`src/rtl/conv_psum_accum.sv`:
```
// conv_psum_accum: partial-sum buffer closing the 4x4 MAC accumulation loop
// across input channels. Non-final channels park the MAC result per output
// pixel and feed it back as last_result; the final channel is requantised
// (ReLU, round, shift, saturate) into an 8-bit activation behind a
// valid/ready output register.
module conv_psum_accum #(
    parameter int lenOfInput  = 8,
    parameter int lenOfOutput = 25,
    parameter int NUM_PIX     = 16,
    parameter int NUM_CH      = 4,
    parameter int SHIFT       = 8,
    localparam int PW = (NUM_PIX > 1) ? $clog2(NUM_PIX) : 1,
    localparam int CW = (NUM_CH  > 1) ? $clog2(NUM_CH)  : 1
) (
    input  logic                          clk,
    input  logic                          rst,
    input  logic                          clr,
    input  logic                          in_valid,
    output logic                          in_ready,
    input  logic signed [lenOfOutput-1:0] in_result,
    output logic signed [lenOfOutput-1:0] last_result,
    output logic        [PW-1:0]          pix_idx,
    output logic        [CW-1:0]          ch_idx,
    output logic                          out_valid,
    input  logic                          out_ready,
    output logic signed [lenOfInput-1:0]  out_data,
    output logic                          tile_done,
    output logic                          sat_flag
);

    localparam logic [PW-1:0] PIX_LAST = PW'(NUM_PIX - 1);
    localparam logic [CW-1:0] CH_LAST  = CW'(NUM_CH - 1);
    localparam logic [PW-1:0] PIX_ONE  = PW'(1);
    localparam logic [CW-1:0] CH_ONE   = CW'(1);

    // Rounding constant and positive clamp, both at the widened sum width
    // so the +half step can never wrap.
    localparam logic [lenOfOutput:0] RND_HALF =
        {{lenOfOutput{1'b0}}, 1'b1} << (SHIFT - 1);
    localparam logic [lenOfOutput:0] POS_MAX_W =
        ({{lenOfOutput{1'b0}}, 1'b1} << (lenOfInput - 1)) - {{lenOfOutput{1'b0}}, 1'b1};
    localparam logic [lenOfInput-1:0] POS_MAX = {1'b0, {(lenOfInput-1){1'b1}}};

    // Requantise one final-channel sum; returns {saturated, activation}.
    function automatic logic [lenOfInput:0] requant(
        input logic signed [lenOfOutput-1:0] v
    );
        logic [lenOfOutput:0] r;
        logic [lenOfOutput:0] sh;
        logic [lenOfInput:0]  res;
        if (v[lenOfOutput-1]) begin
            r = {(lenOfOutput+1){1'b0}};
        end else begin
            r = {1'b0, v};
        end
        r  = r + RND_HALF;
        sh = r >> SHIFT;
        if (sh > POS_MAX_W) begin
            res = {1'b1, POS_MAX};
        end else begin
            res = {1'b0, sh[lenOfInput-1:0]};
        end
        return res;
    endfunction

    // Architectural state
    logic [PW-1:0]                 pix_cnt_q, pix_cnt_d;
    logic [CW-1:0]                 ch_cnt_q,  ch_cnt_d;
    logic                          out_valid_q, out_valid_d;
    logic signed [lenOfInput-1:0]  out_data_q,  out_data_d;
    logic                          tile_done_q, tile_done_d;
    logic                          sat_flag_q,  sat_flag_d;
    logic signed [lenOfOutput-1:0] psum_buf_q [NUM_PIX];

    // Datapath helpers
    logic                          last_ch_s;
    logic                          pix_wrap_s;
    logic                          in_ready_s;
    logic                          accept_s;
    logic                          buf_we_s;
    logic [lenOfInput:0]           rq_s;

    // Handshake and decode of the current tile position.
    always_comb begin
        last_ch_s  = (ch_cnt_q == CH_LAST);
        pix_wrap_s = (pix_cnt_q == PIX_LAST);
        if (last_ch_s) begin
            in_ready_s = !out_valid_q || out_ready;
        end else begin
            in_ready_s = 1'b1;
        end
        accept_s = in_valid && in_ready_s;
        buf_we_s = accept_s && !last_ch_s && !clr && !rst;
        rq_s     = requant(in_result);
    end

    // Next-state: counters, output register, tile pulse and sticky saturation.
    always_comb begin
        pix_cnt_d   = pix_cnt_q;
        ch_cnt_d    = ch_cnt_q;
        out_valid_d = out_valid_q;
        out_data_d  = out_data_q;
        tile_done_d = 1'b0;
        sat_flag_d  = sat_flag_q;
        if (clr) begin
            pix_cnt_d   = {PW{1'b0}};
            ch_cnt_d    = {CW{1'b0}};
            out_valid_d = 1'b0;
            out_data_d  = {lenOfInput{1'b0}};
            sat_flag_d  = 1'b0;
        end else begin
            // Draining frees the register; a same-cycle load below refills it.
            if (out_valid_q && out_ready) begin
                out_valid_d = 1'b0;
            end else begin
                out_valid_d = out_valid_q;
            end
            if (accept_s) begin
                if (pix_wrap_s) begin
                    pix_cnt_d = {PW{1'b0}};
                    if (last_ch_s) begin
                        ch_cnt_d = {CW{1'b0}};
                    end else begin
                        ch_cnt_d = ch_cnt_q + CH_ONE;
                    end
                end else begin
                    pix_cnt_d = pix_cnt_q + PIX_ONE;
                    ch_cnt_d  = ch_cnt_q;
                end
                if (last_ch_s) begin
                    out_valid_d = 1'b1;
                    out_data_d  = rq_s[lenOfInput-1:0];
                    sat_flag_d  = sat_flag_q | rq_s[lenOfInput];
                    tile_done_d = pix_wrap_s;
                end else begin
                    tile_done_d = 1'b0;
                end
            end else begin
                tile_done_d = 1'b0;
            end
        end
    end

    // State register with synchronous reset.
    always_ff @(posedge clk) begin
        if (rst) begin
            pix_cnt_q   <= {PW{1'b0}};
            ch_cnt_q    <= {CW{1'b0}};
            out_valid_q <= 1'b0;
            out_data_q  <= {lenOfInput{1'b0}};
            tile_done_q <= 1'b0;
            sat_flag_q  <= 1'b0;
        end else begin
            pix_cnt_q   <= pix_cnt_d;
            ch_cnt_q    <= ch_cnt_d;
            out_valid_q <= out_valid_d;
            out_data_q  <= out_data_d;
            tile_done_q <= tile_done_d;
            sat_flag_q  <= sat_flag_d;
        end
    end

    // Partial-sum buffer; contents are never read before being written, so no reset.
    always_ff @(posedge clk) begin
        if (buf_we_s) begin
            psum_buf_q[pix_cnt_q] <= in_result;
        end
    end

    // Feedback to the MAC: the first channel starts from zero.
    always_comb begin
        if (ch_cnt_q == {CW{1'b0}}) begin
            last_result = {lenOfOutput{1'b0}};
        end else begin
            last_result = psum_buf_q[pix_cnt_q];
        end
    end

    assign in_ready  = in_ready_s;
    assign pix_idx   = pix_cnt_q;
    assign ch_idx    = ch_cnt_q;
    assign out_valid = out_valid_q;
    assign out_data  = out_data_q;
    assign tile_done = tile_done_q;
    assign sat_flag  = sat_flag_q;

endmodule

```
`config.mk`:
```
export PLATFORM = sky130hd
export DESIGN_NAME = conv_psum_accum
export DESIGN_NICKNAME = d
export VERILOG_FILES = /design/src/rtl/conv_psum_accum.sv
export SDC_FILE = /design/constraint.sdc
export NUM_CORES = 1
export LEC_CHECK = 0
export ABC_AREA = 1
export CORE_ASPECT_RATIO = 1.5
export CORE_UTILIZATION = 45
export DETAILED_ROUTE_END_ITERATION = 16
export GPL_TIMING_DRIVEN = 0
export PLACE_DENSITY = 0.62
export RECOVER_POWER = 50
export SYNTH_ARGS = -nofsm -noshare
export SYNTH_HDL_FRONTEND = slang
export SYNTH_SLANG_ARGS = --single-unit
```
`constraint.sdc`:
```
create_clock -name clk -period 8.4 [get_ports clk]
set_clock_uncertainty 0.2 [all_clocks]
set_input_delay 1.68 -clock clk [delete_from_list [all_inputs] [get_ports clk]]
set_output_delay 1.68 -clock clk [all_outputs]
set_load 0.05 [all_outputs]
```
# After elaboration in Yosys (flattened, before gate mapping)

Memories as Yosys holds them, arrays and structs flattened. A register that Yosys moved wholly into a read port is not among the register bits.
Cells that the tools add are included.

Input bits: 30
Word-level logic and storage cells: 44
Register bits: 17
Memories: 1
Memory bits (writable): 400
Output and inout bits: 43

Memory list:

| memory     | words | width | rd ports | clocked after memory_dff | write ports | RTL line | RTL |
|---|---|---|---|---|---|---|---|
| psum_buf_q | 16    | 25    | 1        | 1                        | 1           | 73       | `logic signed [lenOfOutput-1:0] psum_buf_q [NUM_PIX];` |

$lt $le $gt $ge: 1
Muxes and demuxes: 13
Bitwise gates (word level): 3
Reduce and logical (&&, ||, !) cells: 15
Equality and inequality tests: 2
$add $sub $neg: 3

Operator list:

| kind                                                                              | number |
|---|---|
| 26-bit by 8-bit adder with 26-bit output (second input constant)                  | 1 |
| 25-bit two-way mux                                                                | 1 |
| 24-bit two-way mux                                                                | 1 |
| 18-bit by 7-bit greater-than comparator with 1-bit output (second input constant) | 1 |
| 4-bit two-way mux                                                                 | 3 |
| 9-bit two-way mux                                                                 | 1 |
| 1-bit two-way mux                                                                 | 6 |
| 1-bit logical AND                                                                 | 5 |
| 4-bit by 1-bit adder with 4-bit output (second input constant)                    | 1 |
| 4-bit equality test (second input constant)                                       | 1 |
| 1-bit zero test                                                                   | 4 |
| 2-bit AND reduction                                                               | 2 |
| 4-bit OR reduction                                                                | 1 |
| 2-bit by 1-bit adder with 2-bit output (second input constant)                    | 1 |
| 2-bit equality test (second input constant)                                       | 1 |
| 2-bit zero test                                                                   | 1 |
| 2-bit two-way mux                                                                 | 1 |
| 1-bit inverter                                                                    | 2 |
| 2-bit OR reduction                                                                | 1 |
| 1-bit logical OR                                                                  | 1 |
| 1-bit bitwise OR                                                                  | 1 |

# Logic depth before layout (Yosys ltp)

Gate-level depths: netlist of run 1.

Word-level depth: 9
Gate-level depth with buffers: 15
Mapped depth without buffers: 15

# Worst setup path after synthesis of run 1

Ideal clock, no wire load.

Kind: in2reg
From: input out_ready
To: memory psum_buf_q[0][0], enable pin
Path slack: 3972 ps
Arrival time: 3821 ps
Data required time: 7793 ps
Cell stages on the path: 6
Buffers on the path: 0
Library setup time: 407 ps
Path through: nor2_1 -> nand2_1 -> nand2_1 -> nor3_1 -> nand2_1 -> nor2_1

Longest elaborated chain between the ends: 8

Ends and longest elaborated chain:

| what                                    | RTL line | RTL |
|---|---|---|
| from (decl)                             | 25       | `input logic out_ready,` |
| 1-bit logical OR                        | 88       | `in_ready_s = !out_valid_q \|\| out_ready;` |
| 1-bit two-way mux                       | 87       | `if (last_ch_s) begin` |
| via in_ready                            | 19       | `output logic in_ready,` |
| 1-bit logical AND                       | 92       | `accept_s = in_valid && in_ready_s;` |
| 1-bit logical AND (3 in series)         | 93       | `buf_we_s = accept_s && !last_ch_s && !clr && !rst;` |
| 1-bit two-way mux                       | 165      | `if (buf_we_s) begin` |
| 1-bit two-way mux (not written as such) | 166      | `psum_buf_q[pix_cnt_q] <= in_result;` |
| to (decl)                               | 73       |  |

The timed path passes the listed nets, and every way through them passes these cells.

==> summary.md, run 1 <==
| Metric | Value |
|---|---|
| P_int | `approximately 3.4 mW` |
| Hold_sp | `out_data[7]` |
| R2R Setup Slk | `around 5.4 ns` |
| CP cell instances | `clkbuf_1 > clkbuf_1 > o21ai_0 > o221ai_1 > nand3_1 > a21oi_1 > clkdlybuf4s50_1` |
| Fmax | `around 170 MHz` |
| Vias per std cell | `slightly above 6` |
| Pwr Density | `215 mW/mm^2` |
| Flops & latches, synth | `421` |
| Die ar. | `~0.039 mm^2` |
| Yosys top cell by area | `edfxtp_1` |
| Setup crit end kind | `primary output` |
| Clk buf depth | `3` |
| Routed wire length | `about 52 mm` |
| Fillers | `3041` |
| IO Pins | `between 70 and 80` |
| Max VDD drop | `a little under 0.2 mV` |
| Reg2Reg Capture Point | `psum_buf_q[9][18]` |
| Sequential Area | `about 0.012 mm^2` |
| Detail Route Antenna Nets | `0` |
| Via count | `11800` |
| Clock slew at reported path FFs | `about 0.060 ns` |
| Final Hold Fails | `0` |
| CP Class | `flip-flop to primary output` |
| Num CTS Buffers | `39` |
| Multi-input logic area | `just over 0.004 mm^2` |
| # clock sinks | `around 420` |
| Synthesis-to-layout area growth | `17.8%` |
| Hold Crit Endpoint | `out_data[7]` |
| Hold Path Cell Cnt | `2` |
| FP Rows | `86` |
| Primary FF master, synth | `edfxtp_1` |
| Die Y | `240 um` |
| Top cells by area, synth | `edfxtp_1 71%, o21ai_0 6.2%, nor2_1 5.4%` |
| Hold_buf cts | `0` |
| Worst Reg-to-Reg Cells | `7` |
| Most used cell, CP | `clkbuf_1` |
| Clk pwr share | `about two fifths` |
| Comb pwr share | `4.6%` |
| Measured slew at the worst slew-check pin | `around 1.2 ns` |
| Period utilisation layout | `a little over two thirds` |
| Initial core utilization | `46.0%` |
| Post-synthesis sequential area ratio | `between 70% and 80%` |
| Port bufs | `72` |
| Worst skew pair latency | `around 0.53 ns` |
| Inst Count DP | `around 1900` |
| Hold Path Class | `flip-flop to flip-flop` |
| CP arrival | `between 4 and 5 ns` |
| RSZ-0062 raised after global routing | `false` |
| DR pass1 iterations | `6` |
| Antenna violations before repair | `0` |
| Most frequent cells in the layout | `400 x edfxtp_1, 233 x nor2_1, 211 x o21ai_0` |
| Routability Congestion | `between 0.8 and 0.9` |
| Setup-failing EPs final | `0` |
| Hpwl dp | `roughly 34 mm` |
| R2r startpoint | `ch_idx[0]` |
| YS warnings | `0` |
| Slew Viols, Final | `0` |
| DRC Markers | `0` |
| First-pass GRT wire length | `between 70 and 80 mm` |
| Die Width | `161 um` |
| GRT Total Usage | `27.4%` |
| Max-cap violations | `0` |
| Net Sw Frac | `21.4%` |
| Lkg Pwr | `about 6.4 nW` |
| Register share of total power | `a little over half` |
| Top delay family on crit path | `buffers and inverters` |
| CTS Root Cell | `clkbuf_16` |
| DR iter-0 viols | `1423` |
| Post-synth EDFFs | `400` |
| N_diodes | `0` |
| CTS H-tree depth | `2` |
| Commonest non-fill, non-tap cell in the layout | `edfxtp_1` |
| Synth unique cells | `37` |
| Post-CTS setup buffers | `0` |
| Critical Path Source Type | `flip-flop` |
| WP buf/inv | `3` |
| Syn_nets | `between 1000 and 1500` |
| Sw power | `between 0.9 and 1 mW` |
| Setup TNS | `0 ns` |
| Critical path's largest stage delay | `0.88 ns` |
| Vias in the first global route | `11600` |
| Fraction of layout cells with a size suffix above 1 | `8.37%` |
| Core area | `about 0.037 mm^2` |
| Status | `finished clean` |
| Largest net degree at the start of global routing | `26` |
| Clock tree from TritonCTS | `built` |
| Critical-path top delay cell | `clkdlybuf4s50_1` |
| CP max FO | `10` |
| WL per Instance | `26.6 um` |
| Share of the synthesized area in the top cell type | `a little over two thirds` |
| Mapped cell area | `roughly 0.017 mm^2` |
| Fin nets | `about 1500` |
| Ys async rst share | `0%` |
| Relative slew slack | `between 10% and 20%` |
| Synth Instances | `about 1300` |
| # resized after CTS | `0` |
| CP required | `approximately 6.5 ns` |
| Minimum clock period | `a little under 6 ns` |
| GRT overflow | `0` |
| Final cell count without fillers | `around 2000` |
| Syn Area/Cell | `between 10 and 15 um^2` |
-- worst max path at each step --
| stage | startpoint | end | slack [ns] | cells past startpoint |
|---|---|---|---|---|
| 2_1_floorplan | out_ready | psum_buf_q[0][0] | 3.97 | 6 |
| 3_3_place_gp | clr | psum_buf_q[11][9] | 2.15 | 6 |
| 3_5_place_dp | flip-flop | last_result[23] | 3.11 | 7 |
| 4_1_cts | flip-flop | last_result[23] | 2.52 | 7 |
| 5_1_grt | flip-flop | last_result[13] | 2.46 | 7 |
| 6_report | flip-flop | last_result[23] | 2.49 | 7 |
-- worst reg2reg max path, cell delays in order, from the launching register on --
cell and delay (ns):
dfxtp_1 0.34, ha_1 0.25, nand2_1 0.10, nand2_1 0.14, nor3_1 0.36, nand2_1 0.33, nor2_1 0.68, buf_12 0.30
-- stage by stage --
step | setup WS (ns) | utilization [%] | power (mW) | area, um^2 | hold WS [ns]
2_1_floorplan | 3.97 | - | 2.44 | 17000 | 0.460
3_3_place_gp | 2.15 | 49.6 | 2.54 | 18300 | 0.228
3_5_place_dp | 3.11 | 50.8 | 2.55 | 18700 | 0.233
4_1_cts | 2.52 | 54.2 | 4.31 | 20000 | 0.242
5_1_grt | 2.46 | 54.2 | 4.40 | 20000 | 0.288
6_report | 2.49 | 54.2 | 4.30 | 20000 | 0.236
-- flip-flops by register name (all words and copies together) (netlist names), named ones only --
name,cells
psum_buf_q,400
out_data,8
pix_idx,4
ch_idx,2
out_valid,1
sat_flag,1
tile_done,1
-- final cells by class --
class,count,area share [%]
Multi-Input combinational cell,762,20.5
Sequential cell,421,62.2
Clock inverter,24,1.27
Timing Repair Buffer,85,5.17
Buffer,88,1.85
Inverter,43,0.814
Tap cell,484,3.03
Clock buffer,46,5.12
-- synth_stat cells, types with 3 or more instances --
master,n
o22ai_1,26
nand3_2,3
o21ai_0,211
xor2_1,5
inv_1,37
nor2_1,246
a21oi_1,31
dfxtp_1,21
edfxtp_1,400
clkbuf_1,72
inv_2,3
nand2_1,54
o221ai_1,74
ha_1,7
nand3_1,42
buf_2,11
o21bai_2,7
o211ai_1,27
nand4_1,8
nor2_2,6
-- power by group through the flow --
stage	clock (mW)	sequential [mW]	combinational, mW
2_1_floorplan	0	2.35	0.0893
3_3_place_gp	0	2.35	0.191
3_5_place_dp	0	2.35	0.197
4_1_cts	1.80	2.30	0.198
5_1_grt	1.89	2.30	0.212
6_report	1.80	2.30	0.199
-- metal layers --
layer	share of wire [%]	GRT usage, %	vias up
li1	-	-	5185
met1	36	32.1	5860
met2	50	47.2	642
met3	7.6	3.59	153
met4	6.7	18.0	0
met5	0	0	-
-- cell families (layout without fill, tap and decap cells) --
| logic type | after synthesis | in the layout | share of synthesized area (%) |
|---|---|---|---|
| AND/OR/NAND/NOR | 371 | 371 | 9.15 |
| flip-flops | 421 | 421 | 73.2 |
| XOR/XNOR | 6 | 6 | 0.310 |
| adder cells (fa/ha/maj) | 7 | 7 | 0.516 |
| buffers and inverters | 131 | 286 | 3.14 |
| AO/OA/AOI/OAI | 378 | 378 | 13.6 |
Note: power is estimated with default switching activity, not from simulation.
==> inputs of run 2 (changes only) <==
PLACE_DENSITY = 0.65   (was 0.62)
clock period = 5.35 ns   (was 8.4 ns; I/O delays follow)
==> summary.md, run 2 (same netlist as run 1, synthesis figures left out) <==
| Metric | Value |
|---|---|
| Status | `finished clean` |
| R2r startpoint | `ch_idx[0]` |
| Hold Path Cell Cnt | `2 (unchanged)` |
| Period utilisation layout | `97.2%` |
| # resized after CTS | `0 (unchanged)` |
| Top delay family on crit path | `buffers and inverters` |
| Fmax | `slightly below 200 MHz` |
| GRT overflow | `0 (unchanged)` |
| Minimum clock period | `between 5 and 6 ns` |
| Via count | `11800 (-0.57%)` |
| Vias in the first global route | `11900 (+2.1%)` |
| CP required | `4.08 ns (-2.44 ns)` |
| RSZ-0062 raised after global routing | `false` |
| DR iter-0 viols | `1357 (-4.6%)` |
| Net Sw Frac | `21.4% (+0.036 points)` |
| Num CTS Buffers | `38 (-2.6%)` |
| Fin nets | `1471 (-0.41%)` |
| Largest Register | `psum_buf_q` |
| Slew Viols, Final | `0 (unchanged)` |
| Sw power | `1.43 mW (+56%)` |
| Die ar. | `0.0385 mm^2 (unchanged)` |
| GRT Total Usage | `27.1% (-0.23 points)` |
| Routed wire length | `51.6 mm (-0.92%)` |
| Met2 Use GR | `47.2% (about the same)` |
| Routability Congestion | `0.888 (+0.70%)` |
| Measured slew at the worst slew-check pin | `1.16 ns (-0.0656 ns)` |
| Hpwl dp | `32.6 mm (-3.9%)` |
| Comb pwr share | `4.6% (about the same)` |
| R2R Setup Slk | `2.31 ns (-3.05 ns)` |
| Setup crit end kind | `primary output` |
| Die Width | `161 um (unchanged)` |
| Clock tree from TritonCTS | `built` |
| # clock sinks | `421 (unchanged)` |
| Setup-failing EPs final | `0 (unchanged)` |
| Most frequent cells in the layout | `400 x edfxtp_1, 234 x nor2_1, 211 x o21ai_0` |
| IO Pins | `73 (unchanged)` |
| DRC Markers | `0 (unchanged)` |
| Pwr Density | `338 mW/mm^2 (+57%)` |
| CP max FO | `10 (unchanged)` |
| GR peak layer | `met2` |
| Fillers | `3027 (-0.46%)` |
| Hold_ws | `0.253 ns (+0.0173 ns)` |
| Port bufs | `72 (unchanged)` |
| DR pass1 iterations | `7 (+1)` |
| Core area | `0.0369 mm^2 (unchanged)` |
| Max-cap violations | `0 (unchanged)` |
| Clk buf depth | `3 (unchanged)` |
| CP cell instances | `clkbuf_1 > clkbuf_1 > o21ai_0 > o221ai_1 > o211ai_1 > a21oi_1 > clkdlybuf4s50_1` |
| Initial core utilization | `46.0% (unchanged)` |
| Antenna violations before repair | `0 (unchanged)` |
| Detail Route Antenna Nets | `0 (unchanged)` |
| CTS Root Cell | `clkbuf_16` |
| Post-CTS setup buffers | `0 (unchanged)` |
| CP Class | `flip-flop to primary output` |
| Relative slew slack | `22.7% (+4.4 points)` |
| Largest net degree at the start of global routing | `26 (unchanged)` |
| Worst Reg-to-Reg Cells | `7 (unchanged)` |
| Fraction of layout cells with a size suffix above 1 | `8.00% (-0.37 points)` |
| Lkg Pwr | `6.28 nW (-1.4%)` |
| Die Y | `240 um (unchanged)` |
| Reg2Reg Capture Point | `psum_buf_q[15][10]` |
| Max VDD drop | `0.187 mV (-5.6%)` |
| Clk pwr share | `41.3% (-0.5 points)` |
| FP Rows | `86 (unchanged)` |
| Critical Path Source Type | `flip-flop` |
| Critical-path top delay cell | `clkdlybuf4s50_1` |
| WP buf/inv | `3 (unchanged)` |
| Global routing met3 resource utilization | `3.43% (-0.16 points)` |
| P_int | `5.26 mW (+56%)` |
| Synthesis-to-layout area growth | `16.7%` |
| Final Hold Fails | `0 (unchanged)` |
| Worst skew pair latency | `0.54 ns (about the same)` |
| Clock slew at reported path FFs | `0.06 ns (about the same)` |
| Critical path's largest stage delay | `0.88 ns (about the same)` |
| Number of flip-flops under the largest register name | `400 (unchanged)` |
| Hold Path Class | `flip-flop to flip-flop` |
| Setup TNS | `0 ns (unchanged)` |
| Most used cell, CP | `clkbuf_1` |
| CP arrival | `3.93 ns (-0.10 ns)` |
| GR met1 Demand/Resource | `30.7% (-1.4 points)` |
| Commonest non-fill, non-tap cell in the layout | `edfxtp_1` |
| Hold Crit Endpoint | `out_data[7]` |
| Register share of total power | `54.1% (+0.5 points)` |
| First-pass GRT wire length | `74.9 mm (-0.47%)` |
| Vias per std cell | `6.05 (-0.27%)` |
| Hold_sp | `out_data[7]` |
| CTS H-tree depth | `2 (unchanged)` |
| WL per Instance | `26.5 um (-0.62%)` |
| Hold_buf cts | `0 (unchanged)` |
-- run 2: cell count changes in the layout (fill, tap and decap cells not counted), moves of 2 or more --
| cell | change |
|---|---|
| buf_12 | +2 |
| clkdlybuf4s50_1 | +7 |
| bufinv_16 | -3 |
| buf_16 | -7 |
| dlygate4sd3_1 | -7 |
| clkbuf_1 | -3 |
| clkbuf_2 | +3 |
| clkinv_2 | -4 |
| clkbuf_16 | +3 |
-- run 2: how the worst max path moves through the flow --
| stage | from | endpoint | cells past startpoint | slack (ns) |
|---|---|---|---|---|
| detailed placement | flip-flop | last_result[10] | 7 | 0.67 |
| global placement | clr | psum_buf_q[11][17] | 6 | -0.32 |
| CTS | flip-flop | last_result[10] | 7 | 0.09 |
| global route | flip-flop | last_result[23] | 7 | 0.06 |
| floorplan | out_ready | psum_buf_q[0][0] | 6 | 1.53 |
| finish | flip-flop | last_result[23] | 7 | 0.15 |
-- run 2: per-stage QoR --
| stage | power [mW] | setup slack (ns) | utilization (%) | instance area, um^2 | cells |
|---|---|---|---|---|---|
| after detailed placement | 3.99 | 0.674 | 50.3 | 18600 | 1878 |
| after global placement | 3.99 | -0.315 | 49.6 | 18300 | 1870 |
| after CTS | 6.69 | 0.0911 | 53.7 | 19800 | 1946 |
| final | 6.69 | 0.152 | 53.7 | 19800 | 1947 |
| after floorplan | 3.83 | 1.53 | - | 17000 | 1314 |
| after global routing | 6.82 | 0.0614 | 53.7 | 19800 | 1946 |
-- run 2: area by class of cell --
class	count	area, um^2	share of cell area [%]
diodes	1	2.50	0.0126
plain buffers	88	373	1.88
clock buffers	50	1110	5.62
clock inverters	18	140	0.707
inverters	43	163	0.821
multi-input cells	762	4100	20.7
flip-flops and latches	421	12400	62.8
well taps	484	606	3.06
repair buffers	80	881	4.45
-- run 2: worst reg2reg max path, delay by kind of cell (launching register included) --
family / cells / cell delay, ns
DFF: 1 / 0.34
adders and majority gates: 1 / 0.26
buffers and inverters: 1 / 0.28
and+or+nand+nor: 5 / 1.59
-- run 2: power by group through the flow --
stage          Combinational (mW)  Clock, mW  Sequential [mW]
2_1_floorplan               0.140          0             3.69
3_3_place_gp                0.298          0             3.69
3_5_place_dp                0.305          0             3.69
4_1_cts                     0.306       2.77             3.62
5_1_grt                     0.328       2.88             3.62
6_report                    0.307       2.77             3.62
-- run 2: layer usage --
layer | vias up | share of wire, %
li1 | 5155 | -
met1 | 5775 | 35
met2 | 677 | 51
met5 | - | 0
met4 | 0 | 7.0
met3 | 165 | 7.5
